**src/rtl/ode_io_phase_controller.sv**
```systemverilog
// Phase sequencer for the ODE solver: load -> start -> solve, and send on request.
// Owns the shared RAM port mux and a per-phase watchdog.
module ode_io_phase_controller #(
  parameter int ADDRESS_WIDTH  = 13,
  parameter int DATA_WIDTH     = 64,
  parameter int TIMEOUT_CYCLES = 65535,
  parameter int TIMER_WIDTH    = 16
) (
  input  logic                     CLK,
  input  logic                     RST,
  input  logic                     INT,
  input  logic                     Load_Process,
  input  logic                     Done_Loading,
  input  logic                     Solver_Done,
  input  logic                     Done_Sending,
  input  logic                     IO_WR_Enable,
  input  logic [ADDRESS_WIDTH-1:0] IO_Address_WR,
  input  logic [DATA_WIDTH-1:0]    IO_Data_WR,
  input  logic                     Solver_WR_Enable,
  input  logic [ADDRESS_WIDTH-1:0] Solver_Address_WR,
  input  logic [DATA_WIDTH-1:0]    Solver_Data_WR,
  input  logic [ADDRESS_WIDTH-1:0] Solver_Address_RD_A,
  input  logic [ADDRESS_WIDTH-1:0] Solver_Address_RD_B,
  input  logic [ADDRESS_WIDTH-1:0] Sender_Address_RD_A,
  input  logic [ADDRESS_WIDTH-1:0] Sender_Address_RD_B,
  output logic                     RAM_WR_Enable,
  output logic [ADDRESS_WIDTH-1:0] RAM_Address_WR,
  output logic [DATA_WIDTH-1:0]    RAM_Data_WR,
  output logic [ADDRESS_WIDTH-1:0] RAM_Address_RD_A,
  output logic [ADDRESS_WIDTH-1:0] RAM_Address_RD_B,
  output logic                     Loading_Enable,
  output logic                     Solver_Start,
  output logic                     Sending_Enable,
  output logic                     Done_Processing,
  output logic                     Timeout_Error,
  output logic [2:0]               Phase
);

  typedef enum logic [2:0] {
    S_IDLE  = 3'd0,
    S_LOAD  = 3'd1,
    S_START = 3'd2,
    S_SOLVE = 3'd3,
    S_SEND  = 3'd4
  } state_t;

  localparam bit WDOG_EN = (TIMEOUT_CYCLES != 0);
  localparam logic [TIMER_WIDTH-1:0] TIMER_LAST =
    TIMER_WIDTH'(TIMEOUT_CYCLES == 0 ? 0 : TIMEOUT_CYCLES - 1);

  state_t                 state_q, state_d;
  logic                   done_q, done_d;
  logic                   err_q, err_d;
  logic [TIMER_WIDTH-1:0] timer_q, timer_d;
  logic                   expired;

  always_ff @(posedge CLK or posedge RST) begin
    if (RST) begin
      state_q <= S_IDLE;
      done_q  <= 1'b0;
      err_q   <= 1'b0;
      timer_q <= '0;
    end else begin
      state_q <= state_d;
      done_q  <= done_d;
      err_q   <= err_d;
      timer_q <= timer_d;
    end
  end

  assign expired = WDOG_EN && (timer_q == TIMER_LAST);

  // A done pulse in the expiry cycle takes priority over the watchdog.
  always_comb begin
    state_d = state_q;
    done_d  = done_q;
    err_d   = err_q;
    case (state_q)
      S_IDLE: begin
        if (INT && Load_Process) begin
          state_d = S_LOAD;
          done_d  = 1'b0;
          err_d   = 1'b0;
        end else if (INT && done_q) begin
          state_d = S_SEND;
        end
      end
      S_LOAD: begin
        if (Done_Loading) begin
          state_d = S_START;
        end else if (expired) begin
          state_d = S_IDLE;
          err_d   = 1'b1;
        end
      end
      S_START: state_d = S_SOLVE;
      S_SOLVE: begin
        if (Solver_Done) begin
          state_d = S_IDLE;
          done_d  = 1'b1;
        end else if (expired) begin
          state_d = S_IDLE;
          err_d   = 1'b1;
        end
      end
      S_SEND: begin
        if (Done_Sending) begin
          state_d = S_IDLE;
        end else if (expired) begin
          state_d = S_IDLE;
          err_d   = 1'b1;
        end
      end
      default: state_d = S_IDLE;
    endcase

    if (state_d != state_q) begin
      timer_d = '0;
    end else if (state_q == S_LOAD || state_q == S_SOLVE || state_q == S_SEND) begin
      timer_d = timer_q + TIMER_WIDTH'(1);
    end else begin
      timer_d = '0;
    end
  end

  // Strobes and RAM mux decode from the registered state only.
  always_comb begin
    RAM_WR_Enable    = 1'b0;
    RAM_Address_WR   = '0;
    RAM_Data_WR      = '0;
    RAM_Address_RD_A = '0;
    RAM_Address_RD_B = '0;
    Loading_Enable   = 1'b0;
    Solver_Start     = 1'b0;
    Sending_Enable   = 1'b0;
    case (state_q)
      S_LOAD: begin
        Loading_Enable = 1'b1;
        RAM_WR_Enable  = IO_WR_Enable;
        RAM_Address_WR = IO_Address_WR;
        RAM_Data_WR    = IO_Data_WR;
      end
      S_START, S_SOLVE: begin
        Solver_Start     = (state_q == S_START);
        RAM_WR_Enable    = Solver_WR_Enable;
        RAM_Address_WR   = Solver_Address_WR;
        RAM_Data_WR      = Solver_Data_WR;
        RAM_Address_RD_A = Solver_Address_RD_A;
        RAM_Address_RD_B = Solver_Address_RD_B;
      end
      S_SEND: begin
        Sending_Enable   = 1'b1;
        RAM_Address_RD_A = Sender_Address_RD_A;
        RAM_Address_RD_B = Sender_Address_RD_B;
      end
      default: ;
    endcase
  end

  assign Done_Processing = done_q;
  assign Timeout_Error   = err_q;
  assign Phase           = state_q;

endmodule

```
**config.mk**
```make
export PLATFORM = sky130hd
export DESIGN_NAME = ode_io_phase_controller
export DESIGN_NICKNAME = d
export VERILOG_FILES = /design/src/rtl/ode_io_phase_controller.sv
export SDC_FILE = /design/constraint.sdc
export NUM_CORES = 1
export LEC_CHECK = 0
export ABC_AREA = 1
export BUFFER_PORTS_ARGS = -buffer_cell sky130_fd_sc_hd__buf_2
export CORE_AREA = 2 2 127 129
export DETAILED_ROUTE_END_ITERATION = 10
export DIE_AREA = 0 0 129 131
export SETUP_SLACK_MARGIN = 0.05
export SLEW_MARGIN = 15
export SYNTH_ARGS = -nofsm -noshare
export SYNTH_HDL_FRONTEND = slang
export SYNTH_SLANG_ARGS = --single-unit
```
**constraint.sdc**
```tcl
create_clock -name CLK -period 2.6 [get_ports CLK]
set_input_delay 0.78 -clock CLK [delete_from_list [all_inputs] [get_ports CLK]]
set_output_delay 0.78 -clock CLK [all_outputs]
set_load 0.01 [all_outputs]
```
==> run summary <==
Pins Over Slew Limit: 0
Cells on worst reg2reg path: 9
Reg2reg setup slack: 0.66 ns
EDFF count, synth: 0
GRT Util Overall: 0.1576
Buffers on Ports: 326
Setup TNS: 0 ns
Worst reg2reg path endpoint: timer_q[3]
Number of max-cap violations: 0
Kind of critical path: flop to output pin
Detail Route Antenna Nets: 0
FMAX: 409.3 MHz
Largest net degree at the start of global routing: 88
Initial Utilization: 0.1490
Die ar.: 16900 sq um
Worst R2R Start: Phase[0]
Cells after Synth: 305
Post-route minimum period: 2.443 ns
Critical path launch point: Phase[1]
DRC Markers: 0
Area of the multi-input gates: 1600 sq um
Core area: 15600 sq um
Worst setup margin: 0.1568 ns
Register area: 528.0 sq um
Setup Slack @ Placement: 0.1634 ns
Die Ht: 131 um
CTS Root Cell: clkbuf_16
Flops & latches, synth: 21
Crit-path max FO: 44
Unique masters post-synth: 32
Crit-path cells: nand2_1 -> clkinv_2 -> buf_16 -> a22o_4 -> buf_2
WL/cell: 18.62 um
Syn_nets: 522
VDD IR max: 0.0004162 V
Global route total overflow: 0
Leak Pwr: 2.533 nW
Fillers: 1740
Row count: 46
Area Growth Syn to Fin: 89.56%
Clock buffer depth: 2
Worst Hold Class: input pin to asynchronous set/reset pin
Ys Warns: 0
Power density over cell area: 897.4 nW/um^2
Worst Path Arrival: 1.66 ns
Final WL: 15.82 mm
Ports: 327
Crit path max-delay cell type: dfrtp_2
Clock Pin Slew Worst Setup and Hold Paths: 0.06 ns
Final clock skew: 0.003192 ns
Gpl congestion: 0.8915
Syn_area_per_cell: 7.622 sq um
Final layout net count: 843
Later-pin clock latency in the skew report: 0.25 ns
Final hold vios: 0
WP data required: 1.82 ns
Post-synthesis instance area: 2325 sq um
RSZ-0062 raised after global routing: no
Slowest stage delay, CP: 0.46 ns
Rel. slew slack: 0.6811
CTS tree: yes
Vias per inst: 4.472
First-pass GRT wire length: 19.18 mm
# clock sinks: 21
Vias in the first global route: 3082
Iter 0 DRT Violations: 244
DP HPWL: 13.63 mm
Startpoint Class: flop
# hold bufs at CTS: 0
Drt first pass iters: 4
Initial antenna violation count: 18
Share of cells above drive strength 1: 0.5984
Sequential share of the synthesized area: 0.2260
Vias post-DR: 3801
Slew of the pin with the lowest slew margin: 0.4778 ns
Post-synth ARST share: 1.000
Final period util: 0.9397
Critical Path End Type: output pin
CTS H-tree depth: 1
Chip Width: 129 um
Top_reg_cell synth: dfrtp_1
CTS buffer count: 3
Outcome: finished clean
Finish-stage setup viols: 0
==> Yosys cell counts (2+ instances only) <==
master	number	area, sq um
xor2_1	4	35.03
nor2_4	2	22.52
nand3_1	21	105.1
o21ai_0	5	25.02
clkinv_1	2	7.510
a22o_1	104	910.9
nand2_2	2	12.51
dfrtp_1	21	525.5
buf_1	4	15.01
inv_2	4	15.01
inv_1	21	78.83
nor3_1	2	10.01
or2_2	4	25.02
nand2_1	38	142.6
o21ai_1	3	15.01
nor2_1	17	63.81
buf_2	9	45.04
a21oi_1	2	10.01
nand3_2	2	20.02
ha_1	2	25.02
nand4_1	5	31.28
nor2_2	12	75.07
clkbuf_1	10	37.54
==> registers in the layout, summed over array words and instances, names as in the netlist <==
name	cells
Done_Processing	1
Phase	3
Timeout_Error	1
timer_q	16
==> metrics by stage <==
| step | hold slack, ns | instances | total power [mW] | utilization | area [sq um] |
|---|---|---|---|---|---|
| after floorplan | 0.5158 | 305 | 2.274 | - | 2325 |
| after global placement | 0.5236 | 835 | 3.519 | 0.2723 | 4247 |
| after detailed placement | 0.5262 | 835 | 3.530 | 0.2723 | 4247 |
| after CTS | 0.5352 | 839 | 3.880 | 0.2780 | 4337 |
| after global routing | 0.5688 | 843 | 4.274 | 0.2814 | 4389 |
| final | 0.5375 | 850 | 3.954 | 0.2825 | 4407 |
==> cell usage in the layout, fill, tap and decap left out, types with 2 or more instances in the layout <==
master	n
buf_2	326
a22o_1	103
nand2_1	37
inv_1	21
nand3_1	21
dfrtp_1	19
nor2_1	17
nor2_2	12
buf_4	10
diode_2	9
nand4_1	5
o21ai_0	5
xor2_1	4
or2_2	4
clkbuf_16	4
nand2_2	3
o21ai_1	3
dfrtp_2	2
inv_2	2
clkinv_1	2
nor2_4	2
a21oi_1	2
nand3_2	2
nor3_1	2
ha_1	2
buf_12	2
==> timing repair <==
| action | in CTS | in global routing |
|---|---|---|
| setup endpoints to repair | 18 | 70 |
| resized for setup | 2 | 5 |
| gates cloned | 0 | 1 |
| buffers inserted | 0 | 1 |
==> report_power, final <==
| part | total (mW) | switching (mW) | leakage, nW | internal [mW] |
|---|---|---|---|---|
| combinational | 3.21 | 1.79 | 2.21 | 1.43 |
| clock | 0.327 | 0.118 | 0.0382 | 0.209 |
| sequential | 0.414 | 0.0469 | 0.285 | 0.367 |
| total | 3.95 | 1.95 | 2.53 | 2.00 |
==> metal layers <==
layer	part of all wire	global-route usage	vias to the layer above
met5	0.0043	0	-
met4	0.021	0.02621	10
met3	0.12	0.06555	34
met2	0.47	0.2683	274
met1	0.38	0.1894	1701
li1	-	-	1782
==> cells by family (layout without fill, tap and decap cells) <==
logic type                 count (synthesis)  after routing  synth area share
AOI/OAI and AO/OA                        119            119            0.4295
xor gates and xnor gates                   5              5           0.01884
adders and majority gates                  2              2           0.01076
buffers and inverters                     51            371           0.09042
DFF                                       21             21            0.2260
other                                      0              9                 0
and+or+nand+nor                          107            107            0.2244
==> final cells by class <==
cell class,count,share of cell area
Antenna cell,9,0.005111
Timing Repair Buffer,340,0.4083
Sequential cell,21,0.1198
Tap cell,216,0.06133
Clock buffer,4,0.01789
Multi-Input combinational cell,233,0.3631
Inverter,27,0.02442
==> worst max-delay path: cells and delay by family (launching register included) <==
kind	cells	cell delay, ns
DFF	1	0.46
buffers and inverters	3	0.51
and+or+nand+nor	1	0.12
AOI/OAI and AO/OA	1	0.30
==> how the worst max path moves through the flow <==
stage	endpoint	slack, ns	depth (start not counted)
CTS	RAM_Address_RD_B[1]	0.06	6
detailed placement	RAM_Data_WR[8]	0.16	6
floorplan	RAM_Data_WR[18]	0.37	7
global placement	RAM_Data_WR[8]	0.20	6
finish	RAM_Data_WR[8]	0.16	5
global route	RAM_Address_RD_B[1]	0.06	6
(Power assumes the default switching activity.)
